<file path="config.mk">
export PLATFORM = sky130hd
export DESIGN_NAME = seq_shifter
export DESIGN_NICKNAME = d
export VERILOG_FILES = /design/src/rtl/seq_shift_defs.vh /design/src/rtl/seq_shifter_pkg.sv /design/src/rtl/shift_step.sv /design/src/rtl/seq_shifter.sv
export SDC_FILE = /design/constraint.sdc
export NUM_CORES = 1
export LEC_CHECK = 0
export ABC_AREA = 1
export ABC_CLOCK_PERIOD_IN_PS = 1800
export BUFFER_PORTS_ARGS = -buffer_cell sky130_fd_sc_hd__buf_2
export CAP_MARGIN = 25
export CORE_UTILIZATION = 40
export CTS_BUF_LIST = sky130_fd_sc_hd__clkbuf_4 sky130_fd_sc_hd__clkbuf_8
export DETAILED_ROUTE_END_ITERATION = 8
export GPL_TIMING_DRIVEN = 0
export MAX_ROUTING_LAYER = met4
export PLACE_DENSITY = 0.64
export RECOVER_POWER = 25
export SYNTH_ARGS = -nofsm -noshare
export SYNTH_HDL_FRONTEND = slang
export SYNTH_SLANG_ARGS = --single-unit
</file>
<file path="constraint.sdc">
create_clock -name clk -period 1.8 [get_ports clk]
set_input_delay 0 -clock clk [delete_from_list [all_inputs] [get_ports clk]]
set_output_delay 0 -clock clk [all_outputs]
set_load 0.02 [all_outputs]
</file>
<file path="src/rtl/seq_shift_defs.vh">
// Shared encodings for the sequential shifter: shift modes and FSM states.
`ifndef SEQ_SHIFT_DEFS_VH
`define SEQ_SHIFT_DEFS_VH

`define SEQ_SHIFT_MODE_LOGICAL 2'b00
`define SEQ_SHIFT_MODE_ARITH   2'b01
`define SEQ_SHIFT_MODE_ROTATE  2'b10
`define SEQ_SHIFT_MODE_RSVD    2'b11

`define SEQ_SHIFT_ST_IDLE      2'b00
`define SEQ_SHIFT_ST_SHIFT     2'b01
`define SEQ_SHIFT_ST_DONE      2'b10

`define SEQ_SHIFT_DIR_RIGHT    1'b0
`define SEQ_SHIFT_DIR_LEFT     1'b1

`endif

</file>
<file path="src/rtl/seq_shifter_pkg.sv">
// Types shared by the sequential shifter; values match seq_shift_defs.vh.
package seq_shifter_pkg;

    typedef enum logic [1:0] {
        MODE_LOGICAL = 2'b00,
        MODE_ARITH   = 2'b01,
        MODE_ROTATE  = 2'b10,
        MODE_RSVD    = 2'b11
    } shift_mode_e;

    typedef enum logic [1:0] {
        ST_IDLE  = 2'b00,
        ST_SHIFT = 2'b01,
        ST_DONE  = 2'b10
    } state_e;

    localparam logic DIR_RIGHT = 1'b0;
    localparam logic DIR_LEFT  = 1'b1;

endpackage

</file>
<file path="src/rtl/shift_step.sv">
// One 1-bit shift step: logical, arithmetic or rotate, in either direction.
module shift_step
    import seq_shifter_pkg::*;
#(
    parameter int unsigned W = 16
) (
    input  logic [W-1:0] value,
    input  logic         dir,
    input  logic [1:0]   mode,
    output logic [W-1:0] stepped
);

    logic fill;

    // Bit entering the vacated end; arithmetic left and reserved fall back to logical.
    always_comb begin
        fill    = 1'b0;
        stepped = value;
        if (dir == DIR_LEFT) begin
            if (mode == MODE_ROTATE) begin
                fill = value[W-1];
            end
            stepped = {value[W-2:0], fill};
        end else begin
            if (mode == MODE_ARITH) begin
                fill = value[W-1];
            end else if (mode == MODE_ROTATE) begin
                fill = value[0];
            end
            stepped = {fill, value[W-1:1]};
        end
    end

endmodule

</file>
<file path="src/rtl/seq_shifter.sv">
// Multi-cycle barrel-shift replacement: one bit per clock, result and done pulse registered.
module seq_shifter
    import seq_shifter_pkg::*;
#(
    parameter int unsigned N = 4
) (
    input  logic              clk,
    input  logic              rst,
    input  logic              start,
    input  logic [2**N-1:0]   a,
    input  logic [N-1:0]      amt,
    input  logic              dir,
    input  logic [1:0]        mode,
    output logic [2**N-1:0]   b,
    output logic              busy,
    output logic              done
);

    localparam int unsigned W = 2**N;

    state_e         state;
    logic [W-1:0]   work;
    logic [N-1:0]   cnt;
    logic           dir_q;
    logic [1:0]     mode_q;
    logic [W-1:0]   stepped;

    shift_step #(.W(W)) u_step (
        .value   (work),
        .dir     (dir_q),
        .mode    (mode_q),
        .stepped (stepped)
    );

    // Result is loaded on the same edge that enters DONE, so done and b appear together.
    always_ff @(posedge clk) begin
        if (rst) begin
            state  <= ST_IDLE;
            work   <= '0;
            cnt    <= '0;
            dir_q  <= 1'b0;
            mode_q <= 2'b00;
            b      <= '0;
            busy   <= 1'b0;
            done   <= 1'b0;
        end else begin
            done <= 1'b0;
            unique case (state)
                ST_IDLE: begin
                    if (start) begin
                        work   <= a;
                        cnt    <= amt;
                        dir_q  <= dir;
                        mode_q <= mode;
                        busy   <= 1'b1;
                        if (amt != '0) begin
                            state <= ST_SHIFT;
                        end else begin
                            state <= ST_DONE;
                            b     <= a;
                            done  <= 1'b1;
                        end
                    end
                end
                ST_SHIFT: begin
                    work <= stepped;
                    cnt  <= cnt - N'(1);
                    if (cnt == N'(1)) begin
                        state <= ST_DONE;
                        b     <= stepped;
                        done  <= 1'b1;
                    end
                end
                ST_DONE: begin
                    state <= ST_IDLE;
                    busy  <= 1'b0;
                end
                default: begin
                    state <= ST_IDLE;
                    busy  <= 1'b0;
                end
            endcase
        end
    end

endmodule

</file>
==> run metrics, run 1 <==
status=finished clean; PD cells=between 900 and 1000 nW/um2; clock slew at reported path FFs=around 0.080 ns; Bufs on Longest Clock Path=2; core footprint=about 5600 um2; syn nets=354; largest net degree at the start of global routing=13; synthesized area per cell=between 7 and 8 um2; Synth Register Bits=43; Seq pwr share=45.4%; VDD IR max=0.348 mV; Die Ht=~78 um; number of max-cap violations=0; DRC Markers=0; vias in the first global route=about 2000; Final HPWL DP=between 4 and 5 mm; ys async rst share=0%; TritonCTS clock tree=done; wire length per cell=roughly 12 um; worst slew pin tran=between 0.5 and 0.6 ns; Yosys warnings=0; row cnt=27; Post-Syn Area=between 2000 and 2500 um2; post-route ant nets=0; P_sw=between 0.8 and 0.9 mW; critical path endpoint category=flop; vias=approximately 2200; slew margin rel.=between 60% and 70%; final hold violation count=0; Yosys top cell by area=dfxtp_1; IO buf count=43; Post-synth EDFFs=0; layout overhead on the synthesized area=17.8%; Synth cell types=32; critical path arrival=around 1.6 ns; Filler cells=between 500 and 600; TNS Setup=0 ns; routed vias/inst=approximately 4.8; Critical Setup Path Class=primary input to flop; first-pass GRT wire length=8.96 mm; placed cell area=between 2000 and 3000 um2; CTS buffer count=5; io pins=44; final global-route overflow total=0; switch share=34.4%; Final Skew=0.00628 ns; Finished Core Util=between 40% and 50%; Routed WL=between 5 and 6 mm; top-count cell post-synth=nand2_1; Max Slew Vio Count=0; internal power=about 1.6 mW; setup violators final=0; Die X=approximately 78 um; fmax=approximately 0.73 GHz; GP Congestion=a little over 0.8; nets=408; register area share after synthesis=between 30% and 40%; Worst Hold Class=primary input to flop; drt pass-1 iters=4; DR iter-0 viols=between 100 and 150; ANT cells=0; share of the synthesized area in the top cell type=between 30 and 40%; H-tree depth=2; RSZ-0062 raised after global routing=false; share of cells above drive strength 1=22.4%; Die ar.=~6100 um2; initial core utilization=a little over two fifths; Cells after Synth=around 330; Synth area leaders=dfxtp_1, nand2_1, inv_1; clock root buffer=clkbuf_8; initial antenna violation count=0; fin crit period=1.38 ns; Worst-Skew Late Latency=0.30 ns; Comb pwr share=between 20% and 30%; Critical Path Source Type=primary input; gr usage total=about 20%; CTS sink count=43; Tcrit/Tclk final=between 70% and 80%; most used flip-flop cell after synthesis=dfxtp_1; Final Instance Area=around 2700 um2; LEAKAGE=around 1.4 nW; Req. time, crit path=2.00 ns; Max Fanout on Critical Path=10; Post-synth top cells=nand2_1, inv_1, dfxtp_1; Clock Power Share=25.1%
## cell type report
class / count / area (um2) / area share (%)
clock inverter: 1 / 5.00 / 0.182
tap: 72 / 90.1 / 3.28
sequential: 43 / 861 / 31.4
timing repair buffer: 47 / 236 / 8.62
multi-input combinational: 218 / 1160 / 42.5
inverter: 48 / 183 / 6.66
clock buffer: 6 / 82.6 / 3.01
buffer: 17 / 120 / 4.38
## state kept, by name (all words and copies together), names as in the netlist
register and cells:
b 16, work 16, cnt 4, mode_q 2, state 2, busy 1
dir_q 1, done 1
## worst max-delay path, stage by stage
cell	delay, ns
dlygate4sd3_1	0.53
buf_2	0.13
inv_1	0.05
nand2_1	0.05
nor2_1	0.23
nand2_4	0.14
nand2_4	0.11
inv_4	0.06
buf_8	0.14
nor2_2	0.10
nor2_2	0.04
## per-stage QoR
stage	std cells	hold slack [ns]	setup WS, ns	total power, mW
after global placement	441	0.250	0.450	1.87
after detailed placement	441	0.265	0.435	1.88
after CTS	452	0.00146	0.408	2.51
after global routing	452	0.0145	0.305	2.64
final	452	0.00569	0.421	2.48
after floorplan	326	0.143	0.613	1.69
## kinds of logic after synthesis
kind of cell | synth area share [%]
flops | 37.0
simple gates | 31.8
fa+ha+maj | 1.07
buf+inv | 13.0
xor+xnor | 0.376
compound gates | 16.8
## power by group through the flow
| stage | sequential (mW) | combinational (mW) | clock, mW |
|---|---|---|---|
| 2_1_floorplan | 1.17 | 0.516 | 0 |
| 4_1_cts | 1.12 | 0.740 | 0.648 |
| 6_report | 1.13 | 0.732 | 0.625 |
| 3_3_place_gp | 1.14 | 0.724 | 0 |
| 3_5_place_dp | 1.15 | 0.731 | 0 |
| 5_1_grt | 1.14 | 0.818 | 0.684 |
## worst paths after layout
path	start	to	slack, ns	cells past startpoint
max	amt[1]	b[1]	0.42	11
min	amt[0]	cnt[0]	0.006	3
max reg2reg	cnt[2]	b[1]	0.44	7
min reg2reg	busy	busy	0.46	2
## placed cells by master (no fill, tap or decap), types with 2 or more instances in the layout
cell type,n
nand2_2,7
nand2_1,74
o211ai_2,5
clkbuf_8,6
buf_4,3
o211ai_1,9
inv_2,2
nand2_4,2
o21ai_1,6
buf_2,36
nand3_1,8
dfxtp_1,43
nor2_1,29
ha_1,2
nor2_2,15
o21ai_0,13
clkbuf_1,18
nand3b_1,15
inv_1,45
dlygate4sd3_1,4
a21oi_1,24
## per-layer routing
layer,track usage (%),routed length (um),vias to the layer above
met5,-,0,-
met4,7.78,85,0
met3,3.60,341,6
met2,32.0,2500,61
met1,23.4,2590,967
li1,-,-,1140
## what timing repair did
| action | CTS | global route |
|---|---|---|
| hold endpoints to repair | 4 | 0 |
| hold buffers | 4 | 0 |
| buffers inserted | 0 | 0 |
| resized for setup | 0 | 0 |
No activity file was read; power rests on OpenSTA's default activity.
==> run 2, diff against run 1 <==
Settings changed: ABC_AREA 1 to 0, ABC_CLOCK_PERIOD_IN_PS 1800 to 1200, PLACE_DENSITY 0.64 to 0.67.
Clock period 1.8 ns to 1.2 ns, I/O delays scaled along.
==> run 2 against run 1 <==
  * The run now ends with hold timing, setup timing left
  * Final area up 16%
  * First-iteration DRC count down 60%
  * Utilization up 16 points
  * Total power up 60%
  * Flip-flop and latch count unchanged
==> run metrics, run 2 <==
Yosys top cell by area=dfxtp_1 (unchanged); routed vias/inst=5.15 (was 4.81); Synth cell types=37 (was 32); Die X=74.2 um (was 78.3 um); gr usage total=21.4% (was 19.4%); drt pass-1 iters=4 (unchanged); GP Congestion=0.759 (was 0.827); CTS sink count=43 (unchanged); vias=1917 (was 2174); status=complete, but fails checks (was finished clean); Routed WL=5.74 mm (was 5.51 mm); largest net degree at the start of global routing=15 (was 13); Final Instance Area=3180 um2 (was 2740 um2); first-pass GRT wire length=8.40 mm (was 8.96 mm); fin crit period=roughly 1.8 ns; Worst-Skew Late Latency=0.31 ns (was 0.30 ns); Top Registers=b (16), work (16), cnt (4) (unchanged); critical path endpoint category=flop (unchanged); H-tree depth=2 (unchanged); Req. time, crit path=1.39 ns (was 2.00 ns); Die Ht=74.2 um (was 78.3 um); clock slew at reported path FFs=0.09 ns (was 0.08 ns); slew margin rel.=53.0% (was 63.8%); placed cell area=2530 um2 (was 2630 um2); layout overhead on the synthesized area=52.7% (was 17.8%); Post-synth EDFFs=0 (unchanged); DR iter-0 viols=51 (was 127); Final Skew=0.0135 ns (was 0.00628 ns); Finished Core Util=65.2% (was 49.2%); ys async rst share=0% (unchanged); Bufs on Longest Clock Path=2 (unchanged); Max Fanout on Critical Path=5 (was 10); Synth Register Bits=43 (unchanged); critical path arrival=1.95 ns (was 1.58 ns); wire length per cell=15.4 um (was 12.2 um); number of max-cap violations=0 (unchanged); final hold violation count=1 (was 0); Critical Path Source Type=flop (was primary input); worst slew pin tran=0.704 ns (was 0.543 ns); Yosys warnings=0 (unchanged); commonest non-fill, non-tap cell in the layout=buf_2 (was nand2_1); Max Slew Vio Count=0 (unchanged); core footprint=4880 um2 (was 5570 um2); initial core utilization=42.7% (was 41.8%); most used flip-flop cell after synthesis=dfxtp_1 (unchanged); nets=332 (was 408); Worst Setup Slack, final=-0.565 ns (was 0.421 ns); clock root buffer=clkbuf_8 (unchanged); final global-route overflow total=0 (unchanged); DRC Markers=0 (unchanged); synthesized area per cell=9.47 um2 (was 7.14 um2); RSZ-0062 raised after global routing=true (was false); IO buf count=42 (was 43); Final HPWL DP=3.28 mm (was 4.02 mm); Filler cells=407 (was 594); Synth area leaders=dfxtp_1, mux2_2, mux2i_1 (was dfxtp_1, nand2_1, inv_1); TritonCTS clock tree=done (unchanged); vias in the first global route=1731 (was 1993); Cells after Synth=220 (was 326); register area share after synthesis=41.3% (was 37.0%); post-route ant nets=0 (unchanged); row cnt=25 (was 27); failing checks=hold timing, setup timing; Critical Setup Path Class=flop to flop (was primary input to flop); most frequent cells in the layout=buf_2, dfxtp_1, nor2_1 (was nand2_1, inv_1, dfxtp_1); Die ar.=5500 um2 (was 6130 um2); LEAKAGE=1.33 nW (was 1.38 nW); initial antenna violation count=0 (unchanged); fmax=roughly 0.57 GHz; top-count cell post-synth=dfxtp_1 (was nand2_1); setup violators final=42 (was 0); io pins=44 (unchanged); PD cells=1250 nW/um2 (was 905 nW/um2); Tcrit/Tclk final=147%; share of the synthesized area in the top cell type=41.3% (was 37.0%); ANT cells=0 (unchanged); CTS buffer count=5 (unchanged); total power=3.96 mW (was 2.48 mW); syn nets=248 (was 354); Worst Hold Class=primary input to flop (unchanged); Post-synth top cells=dfxtp_1, nand2_1, mux2_2 (was nand2_1, inv_1, dfxtp_1); Post-Syn Area=2080 um2 (was 2330 um2); share of cells above drive strength 1=56.1% (was 22.4%); VDD IR max=0.850 mV (was 0.348 mV); final hold slack=-0.0206 ns (was 0.00569 ns)
## run 2: what timing repair did
| action | 4_1_cts | 5_1_grt |
|---|---|---|
| endpoints found under the hold margin | 7 | 0 |
| resized for setup | 20 | 47 |
| pin swaps | 7 | 12 |
| setup buffers | 19 | 11 |
| gates cloned | 2 | 2 |
| hold buffers | 6 | 0 |
| setup endpoints to repair | 42 | 42 |
## run 2: path summary, 6_finish.rpt
kind                              start       to  slack, ns  cells past startpoint
worst max-delay path             cnt[1]     b[1]      -0.57                      9
worst min-delay path             amt[2]   cnt[2]      -0.02                      3
worst max register to register   cnt[1]     b[1]      -0.57                      9
worst min register to register  work[8]  work[8]       0.48                      2
## run 2: critical path: stages, from the launching register on
cell and delay, ns:
dfxtp_2 0.33, inv_2 0.07, ha_4 0.12, or3b_4 0.39
o22ai_4 0.18, buf_12 0.13, buf_12 0.10, buf_12 0.11
mux2i_1 0.17, nor2_1 0.05
## run 2: metal layers
metal / global-route usage, % / share of wire (%)
met3: 3.39 / 4.2
met2: 36.4 / 51
met5: - / 0
met1: 25.3 / 43
met4: 8.33 / 2.0
## run 2: through the flow
stage	setup WS, ns	TNS, ns	cells
floorplan	-0.458	-9.22	220
global placement	-0.555	-13.50	329
detailed placement	-0.576	-14.10	329
CTS	-0.545	-14.45	363
global route	-0.646	-18.19	372
finish	-0.565	-15.78	372
## run 2: layout make-up
cell class | instances | area [um2] | share of cell area [%]
multi-input cells | 156 | 1350 | 42.5
flip-flops and latches | 43 | 875 | 27.5
repair buffers | 79 | 581 | 18.3
plain buffers | 15 | 159 | 5.00
well taps | 67 | 83.8 | 2.64
clock buffers | 5 | 68.8 | 2.16
clock inverters | 3 | 43.8 | 1.38
inverters | 4 | 17.5 | 0.551
## run 2: logic make-up after synthesis
| family | share of synthesized area [%] |
|---|---|
| flops | 41.3 |
| simple gates | 16.5 |
| buf+inv | 6.43 |
| mux | 21.9 |
| fa+ha+maj | 1.20 |
| compound gates | 12.7 |
## run 2: report_power, final
part | switching [mW] | internal, mW
sequential | 0.0880 | 1.53
combinational | 0.537 | 0.635
clock | 0.550 | 0.620
